<file path="config.mk">
export PLATFORM = sky130hd
export DESIGN_NAME = pipe_stage_skid
export DESIGN_NICKNAME = d
export VERILOG_FILES = /design/src/rtl/pipe_stage_skid.sv
export SDC_FILE = /design/constraint.sdc
export NUM_CORES = 1
export LEC_CHECK = 0
export BUFFER_PORTS_ARGS = -buffer_cell sky130_fd_sc_hd__buf_2
export CAP_MARGIN = 25
export CORE_UTILIZATION = 50
export DETAILED_ROUTE_END_ITERATION = 10
export PLACE_DENSITY = 0.75
export SYNTH_ARGS = -nofsm -noshare
export SYNTH_HDL_FRONTEND = slang
export SYNTH_SLANG_ARGS = --single-unit
export TNS_END_PERCENT = 100
</file>
<file path="constraint.sdc">
create_clock -name clk -period 5.2 [get_ports clk]
set_input_delay 1.04 -clock clk [delete_from_list [all_inputs] [get_ports clk]]
set_output_delay 1.04 -clock clk [all_outputs]
set_load 0.01 [all_outputs]
</file>
<file path="src/rtl/pipe_stage_skid.sv">
// Elastic valid/ready pipeline register with optional two-entry skid buffer,
// flush, empty-slot control clearing and a saturating stall counter.
module pipe_stage_skid #(
    parameter int DATA_W = 100,
    parameter int CTRL_W = 12,
    parameter int SKID   = 1,
    parameter int CNT_W  = 16
) (
    input  logic              clk,
    input  logic              rst_n,
    input  logic              up_valid,
    output logic              up_ready,
    input  logic [CTRL_W-1:0] up_ctrl,
    input  logic [DATA_W-1:0] up_data,
    output logic              dn_valid,
    input  logic              dn_ready,
    output logic [CTRL_W-1:0] dn_ctrl,
    output logic [DATA_W-1:0] dn_data,
    input  logic              flush,
    output logic [1:0]        occupancy,
    output logic [CNT_W-1:0]  stall_cnt
);

    localparam logic [CNT_W-1:0] CNT_MAX = '1;

    logic              m_valid_q, m_valid_d;
    logic [CTRL_W-1:0] m_ctrl_q, m_ctrl_d;
    logic [DATA_W-1:0] m_data_q, m_data_d;
    logic              s_valid_q, s_valid_d;
    logic [CTRL_W-1:0] s_ctrl_q, s_ctrl_d;
    logic [DATA_W-1:0] s_data_q, s_data_d;
    logic              up_ready_q, up_ready_d;
    logic [1:0]        occupancy_q, occupancy_d;
    logic [CNT_W-1:0]  stall_cnt_q, stall_cnt_d;
    logic              up_fire, dn_fire;

    // Skid variant breaks the dn_ready -> up_ready path with a register
    generate
        if (SKID != 0) begin : g_skid
            assign up_ready = up_ready_q;
        end else begin : g_pass
            assign up_ready = dn_ready | ~m_valid_q;
        end
    endgenerate

    assign up_fire   = up_valid & up_ready;
    assign dn_fire   = m_valid_q & dn_ready;
    assign dn_valid  = m_valid_q;
    assign dn_ctrl   = m_ctrl_q;
    assign dn_data   = m_data_q;
    assign occupancy = occupancy_q;
    assign stall_cnt = stall_cnt_q;

    always_comb begin
        m_valid_d = m_valid_q;
        m_ctrl_d  = m_ctrl_q;
        m_data_d  = m_data_q;
        s_valid_d = s_valid_q;
        s_ctrl_d  = s_ctrl_q;
        s_data_d  = s_data_q;
        if (flush) begin
            m_valid_d = 1'b0;
            m_ctrl_d  = '0;
            s_valid_d = 1'b0;
            s_ctrl_d  = '0;
        end else if (SKID != 0) begin
            if (s_valid_q) begin
                if (dn_fire) begin
                    m_valid_d = 1'b1;
                    m_ctrl_d  = s_ctrl_q;
                    m_data_d  = s_data_q;
                    s_valid_d = 1'b0;
                    s_ctrl_d  = '0;
                end
            end else if (!m_valid_q || dn_fire) begin
                if (up_fire) begin
                    m_valid_d = 1'b1;
                    m_ctrl_d  = up_ctrl;
                    m_data_d  = up_data;
                end else if (dn_fire) begin
                    m_valid_d = 1'b0;
                    m_ctrl_d  = '0;
                end
            end else if (up_fire) begin
                s_valid_d = 1'b1;
                s_ctrl_d  = up_ctrl;
                s_data_d  = up_data;
            end
        end else begin
            if (up_fire) begin
                m_valid_d = 1'b1;
                m_ctrl_d  = up_ctrl;
                m_data_d  = up_data;
            end else if (dn_fire) begin
                m_valid_d = 1'b0;
                m_ctrl_d  = '0;
            end
        end
    end

    always_comb begin
        up_ready_d  = ~s_valid_d;
        occupancy_d = {1'b0, m_valid_d} + {1'b0, s_valid_d};
        stall_cnt_d = stall_cnt_q;
        if (m_valid_q && !dn_ready && !flush && stall_cnt_q != CNT_MAX)
            stall_cnt_d = stall_cnt_q + CNT_W'(1);
    end

    // State advances on the falling edge of the stage clock
    always_ff @(negedge clk or negedge rst_n) begin
        if (!rst_n) begin
            m_valid_q   <= 1'b0;
            m_ctrl_q    <= '0;
            m_data_q    <= '0;
            s_valid_q   <= 1'b0;
            s_ctrl_q    <= '0;
            s_data_q    <= '0;
            up_ready_q  <= 1'b1;
            occupancy_q <= 2'd0;
            stall_cnt_q <= '0;
        end else begin
            m_valid_q   <= m_valid_d;
            m_ctrl_q    <= m_ctrl_d;
            m_data_q    <= m_data_d;
            s_valid_q   <= s_valid_d;
            s_ctrl_q    <= s_ctrl_d;
            s_data_q    <= s_data_d;
            up_ready_q  <= up_ready_d;
            occupancy_q <= occupancy_d;
            stall_cnt_q <= stall_cnt_d;
        end
    end

endmodule

</file>
# [Word-level counts from Yosys, hierarchy flattened]
# Index checks and enable logic that the tools add are counted.
[word_totals] romBits=0 elab_cells=62 mem_bits_rw=0 input_bits=117 ff_bits=245 out_inout_bits=132 latchBits=0 mem_count=0
[op_classes] mul=0 shifts=0 mux=25 div=0 n_bitwise=6 n_reduce_logical=16 eq_ne=4 magnitude_cmp=0 add_sub_neg=2
[ops] op="two-way mux 100 bit" n=4
[ops] op="two-way mux 12 bit" n=10
[ops] op="adder 16 x 1 -> 16 bit (second input constant)" n=1
[ops] op="inequality test 16 bit (second input constant)" n=1
[ops] op="two-way mux 1 bit" n=11
[ops] op="nonzero test 3 bit" n=3
[ops] op="AND reduction 4 bit" n=2
[ops] op="AND reduction 3 bit" n=2
[ops] op="inverter 1 bit" n=4
[ops] op="nonzero test 2 bit" n=2
[ops] op="logical AND 1 bit" n=3
[ops] op="zero test 1 bit" n=3
[ops] op="inequality test 3 x 2 -> 1 bit (second input constant)" n=1
[ops] op="inequality test 3 bit (second input constant)" n=1
[ops] op="adder 1 x 1 -> 2 bit" n=1
[ops] op="bitwise AND 1 bit" n=2
[ops] op="inequality test 2 x 1 -> 1 bit (second input constant)" n=1
[ops] op="logical OR 1 bit" n=1

# [Longest topological paths before layout]
# Gate-level depths: netlist of run 1.
[logic_depth] depth_word=7 mapped_depth=7 depth_no_buf=5

==> results of run 1 <==
==> final timing paths <==
check	from	end	slack [ps]	cells after the start
worst max-delay path	dn_valid	dn_valid	190	1
worst min-delay path	s_data_q[13]	s_data_q[13]	420	2
worst max register to register	s_valid_q	s_data_q[59]	2850	6
worst min register to register	s_data_q[13]	s_data_q[13]	420	2
max in group asynchronous	rst_n	dn_ctrl[2]	1540	2
min in group asynchronous	rst_n	s_data_q[97]	2930	1
==> kinds of logic after synthesis <==
logic type      share of synthesized area
compound gates                     0.0891
xor+xnor                          0.00759
fa+ha+maj                         0.00120
buf+inv                            0.0324
flops                               0.590
mux                                 0.101
simple gates                        0.179
==> layout by cell type, fill, tap and decap left out, types with 6 or more instances in the layout <==
cell type	count
dfrtn_1	244
o31ai_1	12
buf_12	11
buf_4	13
bufinv_16	7
nor2_1	105
a21oi_1	106
clkbuf_8	6
a22oi_1	12
nand2_1	317
buf_2	247
a22o_1	12
clkbuf_16	27
xor2_1	7
mux2i_1	102
==> power by group <==
part           internal (mW)  switching [mW]  leakage [nW]  total, mW
combinational          0.452           0.604          2.88       1.06
clock                   1.38           0.765         0.508       2.15
sequential              2.39           0.250          2.98       2.64
==> area by class of cell <==
type                       instances  area, µm²  area share
sequential                       245       6130       0.471
timing repair buffer             272       1570       0.120
antenna                            2       5.00    0.000384
tap                              270        338      0.0259
clock buffer                      35        766      0.0588
clock inverter                    15        251      0.0193
inverter                           2       7.51    0.000576
multi-input combinational        725       3950       0.304
==> layer usage <==
| layer | GRT usage | vias to the layer above | wire, µm |
|---|---|---|---|
| met5 | 0 | - | 0 |
| met4 | 0.0661 | 0 | 691 |
| li1 | - | 3941 | - |
| met2 | 0.391 | 237 | 12000 |
| met1 | 0.313 | 4012 | 10600 |
| met3 | 0.0531 | 48 | 1660 |
==> flip-flops by register name, summed over array words and instances, names as in the netlist <==
signal	count
s_valid_q	1
dn_ctrl	12
s_ctrl_q	12
occupancy	2
dn_data	100
s_data_q	100
up_ready	1
dn_valid	1
stall_cnt	16
==> metrics by stage <==
stage / instances / instance area, µm² / utilization / hold WS, ps
floorplan: 1040 / 10400 / - / 406
global placement: 1515 / 12000 / 0.591 / 417
detailed placement: 1515 / 12000 / 0.591 / 422
CTS: 1564 / 13000 / 0.641 / 424
global route: 1566 / 13000 / 0.642 / 435
finish: 1566 / 13000 / 0.642 / 418
==> worst min-delay path, stage by stage, from the launching register on <==
cell	delay, ps
dfrtn_1	400
nand2_1	50
nand2_1	60
==> summary.txt, run 1 <==
Status
  • Outcome: complete, no violations

Die
  • Core footprint: 20300 µm²
  • Die area: 21400 µm²
  • Chip width: 146 µm
  • I/O pin count: 249
  • Initial Util: 0.512
  • Die Ht: 146 µm
  • Row count: 52

Logic synthesis
  • Commonest cells post-synth: nand2_1, dfrtn_1, a21oi_1, nor2_1, mux2i_1
  • Register bit total from synthesis: 245
  • Share of the synthesized area in the top cell type: 0.588
  • Most used DFF post-synth: dfrtn_1
  • Count leader, synth: nand2_1
  • Area contributors post-synth: dfrtn_1, nand2_1, mux2i_1, a21oi_1, nor2_1
  • Syn Area/Cell: 9.99 µm²
  • Sequential area share after synthesis: 0.590
  • Syn nets: 1158
  • Synth warn: 0
  • Yosys top cell by area: dfrtn_1
  • Async SR Flop Fraction: 1.00
  • Post-synthesis cell type count: 44
  • Gate Count Post-Synth: 1040
  • Post-Synthesis Cell Area: 10400 µm²
  • EDFF count, synth: 0

STA
  • Final Slew Violations: 0
  • Fin Setup TNS: 0 ps
  • Clk_skew: 51.4 ps
  • Fin worst setup slack: 194 ps
  • Least-Margin Pin Slew: 1020 ps
  • Relative slew slack: 0.320
  • Fin. Hold Viols: 0
  • Endpoints failing setup: 0
  • Unrepaired setup endpoints after global routing: no

CTS
  • Post-CTS Hold Buffers: 0
  • Clk pin slew, worst setup/hold paths: 40 ps
  • Num CTS Buffers: 27
  • Clock Latency Late Sink: 570 ps
  • H-tree depth: 1
  • Clock sinks: 245
  • CTS root buf: clkbuf_16
  • TritonCTS clock tree: built
  • Post_cts resized: 0
  • # Post-CTS Setup Buffers: 0
  • Clk buf depth: 3

Setup path
  • Worst path slowest cell: dfrtn_1
  • Crit path buffers/inverters: 1
  • CP required: 4160 ps
  • Worst path arrival time: 3970 ps
  • Critical Path End Type: primary output
  • Max stage delay on crit path: 620 ps
  • Crit path cell chain: buf_2
  • Top delay family on crit path: flip-flops
  • CP Launch Type: register
  • Setup CP Type: reg -> out
  • Worst Path Max Fanout: 11

Detailed routing
  • Drt wl/cell: 15.9 µm
  • DRC errors left: 0
  • Drt total wl: 25000 µm
  • Via density: 5.26
  • Antenna-violating nets left: 0
  • Vias post-DR: 8238
  • 1st-iter DRT viols: 350
  • 1st-pass router iterations: 5

Finish
  • Nets: 1392
  • Filler cells: 1659
  • Share of cells above drive strength 1: 0.257
  • Area Overhead vs Synth: 25.3%

Job
  • Max_cap viols: 0

Placed design
  • GPL Wtd Cong: 0.791
  • Post-DP HPWL: 16200 µm
  • PortBufs: 248
  • Setup WS pre-CTS: 118 ps

GRT
  • GRT Residual Overflow: 0
  • Largest net degree at the start of global routing: 63
  • First-pass GRT wire length: 41300 µm
  • Vias in the first global route: 8129
  • Gr usage total: 0.236
  • Initial antenna violation count: 2

Pwr
  • Final Power: 5.84 mW
  • Maximum vdd drop: 0.281 mV
  • Leakage: 6.37 nW
  • PD cells: 448 nW/µm²

Min path
  • HP Class: reg -> reg
(Power assumes the default switching activity.)
==> run 2, diff against run 1 <==
--- a/config.mk
+++ b/config.mk
@@ -7,9 +7,10 @@
 export LEC_CHECK = 0
 export BUFFER_PORTS_ARGS = -buffer_cell sky130_fd_sc_hd__buf_2
 export CAP_MARGIN = 25
+export CORE_MARGIN = 1.5
 export CORE_UTILIZATION = 50
 export DETAILED_ROUTE_END_ITERATION = 10
-export PLACE_DENSITY = 0.75
+export PLACE_DENSITY_LB_ADDON = 0.05
 export SYNTH_ARGS = -nofsm -noshare
 export SYNTH_HDL_FRONTEND = slang
 export SYNTH_SLANG_ARGS = --single-unit
==> constraint.sdc (replaced) <==
create_clock -name clk -period 5.2 [get_ports clk]
set_input_delay 1.3 -clock clk [delete_from_list [all_inputs] [get_ports clk]]
set_output_delay 1.3 -clock clk [all_outputs]
set_load 0.01 [all_outputs]
==> run 2 against run 1 <==
Net effect: die area increased by 1.4%; clock power decreased by 13%; flip-flop and latch count unchanged; sequential power about the same; largest cell class unchanged; largest power group unchanged.
==> summary.txt, run 2 (same netlist as run 1, synthesis figures left out) <==
Detailed routing
  • Drt wl/cell: 15.5 µm (was 15.9 µm)
  • Via density: 5.12 (was 5.26)
  • 1st-iter DRT viols: 373 (was 350)
  • Drt total wl: 24500 µm (was 25000 µm)
  • DRC errors left: 0 (unchanged)
  • Antenna-violating nets left: 0 (unchanged)
  • Vias post-DR: 8110 (was 8238)
  • 1st-pass router iterations: 5 (unchanged)

Pwr
  • Leakage: 6.43 nW (was 6.37 nW)
  • PD cells: 425 nW/µm² (was 448 nW/µm²)
  • Final Power: 5.58 mW (was 5.84 mW)
  • Maximum vdd drop: 0.259 mV (was 0.281 mV)

Min path
  • Hold endpoint: s_data_q[98] (was s_data_q[13])
  • HP Class: reg -> reg (unchanged)
  • Min-Delay Path Depth: 2 (unchanged)
  • Hold path start: s_data_q[98] (was s_data_q[13])

Setup path
  • Worst path slowest cell: dfstp_2 (was dfrtn_1)
  • CP Launch Type: register (unchanged)
  • FF-to-FF Start: s_valid_q (unchanged)
  • R2R setup slack: 2740 ps (was 2850 ps)
  • Crit path buffers/inverters: 1 (unchanged)
  • Setup CP Type: reg -> out (unchanged)
  • Top delay family on crit path: flip-flops (unchanged)
  • Max stage delay on crit path: 540 ps (was 620 ps)
  • Worst R2R Path Depth: 3 (was 6)
  • CP required: 3900 ps (was 4160 ps)
  • Worst R2R End: dn_data[23] (was s_data_q[59])
  • Worst path arrival time: 3820 ps (was 3970 ps)
  • Worst Path Max Fanout: 3 (was 11)
  • Crit path cell chain: buf_2 (unchanged)
  • Critical Path End Type: primary output (unchanged)

GRT
  • Initial antenna violation count: 3 (was 2)
  • Vias in the first global route: 7857 (was 8129)
  • Gr usage total: 0.228 (was 0.236)
  • GRT Residual Overflow: 0 (unchanged)
  • First-pass GRT wire length: 40400 µm (was 41300 µm)
  • Largest net degree at the start of global routing: 55 (was 63)

STA
  • Worst hold slack: 419 ps (was 418 ps)
  • Fin. Hold Viols: 0 (unchanged)
  • Clk_skew: 52.3 ps (was 51.4 ps)
  • Least-Margin Pin Slew: 949 ps (was 1020 ps)
  • Unrepaired setup endpoints after global routing: no (unchanged)
  • Relative slew slack: 0.367 (was 0.320)
  • Endpoints failing setup: 0 (unchanged)
  • Final Slew Violations: 0 (unchanged)

Die
  • Die Ht: 147 µm (was 146 µm)
  • Chip width: 147 µm (was 146 µm)
  • Core footprint: 20300 µm² (unchanged)
  • Die area: 21700 µm² (was 21400 µm²)
  • Initial Util: 0.512 (unchanged)
  • I/O pin count: 249 (unchanged)
  • Row count: 52 (unchanged)

Status
  • Outcome: complete, no violations (unchanged)

CTS
  • Post_cts resized: 0 (unchanged)
  • Num CTS Buffers: 27 (unchanged)
  • Clk pin slew, worst setup/hold paths: 40 ps (about the same)
  • TritonCTS clock tree: built (unchanged)
  • Clock Latency Late Sink: 560 ps (was 570 ps)
  • Clk buf depth: 3 (unchanged)
  • Clock sinks: 245 (unchanged)
  • # Post-CTS Setup Buffers: 3 (was 0)
  • Post-CTS Hold Buffers: 0 (unchanged)
  • CTS root buf: clkbuf_16 (unchanged)
  • H-tree depth: 1 (unchanged)

Finish
  • Nets: 1415 (was 1392)
  • Share of cells above drive strength 1: 0.262 (was 0.257)
  • Area Overhead vs Synth: 26.3% (was 25.3%)
  • Filler cells: 1707 (was 1659)
  • Most frequent cells in the layout: nand2_1, buf_2, dfrtn_1 (unchanged)
  • Commonest non-fill, non-tap cell in the layout: nand2_1 (unchanged)

Placed design
  • GPL Wtd Cong: 0.764 (was 0.791)
  • PortBufs: 248 (unchanged)
  • Post-DP HPWL: 16500 µm (was 16200 µm)

Job
  • Max_cap viols: 0 (unchanged)
[run 2: cell count changes in the layout (fill, tap and decap cells not counted), sizes merged]
cell    before  now
buf        272  295
bufinv       7    3
inv          4    3
clkinv       6    0
clkbuf      35   41
[run 2: where the power goes]
part	switching (mW)	internal, mW
clock	0.718	1.17
sequential	0.250	2.39
combinational	0.591	0.464
total	1.56	4.02
[run 2: final cells by class]
type                    count  area (µm²)  area share
well taps                 270         338      0.0257
inverters                   2        7.51    0.000572
multi-input cells         725        3950       0.301
repair buffers            295        1820       0.138
flip-flops and latches    245        6130       0.467
clock inverters             4        93.8     0.00715
diodes                      2        5.00    0.000381
clock buffers              41         778      0.0593
[run 2: stage by stage]
step	cell area [µm²]	util	worst slack [ps]	TNS (ps)	cells
after floorplan	10400	-	4.49	0	1040
after global placement	12200	0.602	-83.2	-1000	1534
after detailed placement	12200	0.602	-106	-1190	1534
after CTS	13100	0.646	20.5	0	1581
after global routing	13100	0.646	27.0	0	1583
final	13100	0.647	75.4	0	1584
[run 2: tightest hold or removal path: stages (launching register included)]
cell	delay [ps]
dfrtn_1	400
nand2_1	50
nand2_1	50
[run 2: how the worst max path moves through the flow]
| stage | start | to | slack (ps) | depth (start not counted) |
|---|---|---|---|---|
| after global placement | dn_ready | s_ctrl_q[7] | -80 | 6 |
| final | up_ready | up_ready | 80 | 1 |
| after detailed placement | dn_ready | s_ctrl_q[5] | -110 | 6 |
| after CTS | up_ready | up_ready | 20 | 1 |
| after global routing | stall_cnt[12] | stall_cnt[12] | 30 | 1 |
| after floorplan | flush | stall_cnt[15] | 4 | 5 |
[run 2: metal layers]
metal	GRT usage	up-vias	part of all wire
met5	0	-	0.0011
met1	0.327	3873	0.46
li1	-	3988	-
met3	0.0404	40	0.064
met4	0.0500	4	0.019
met2	0.364	205	0.46
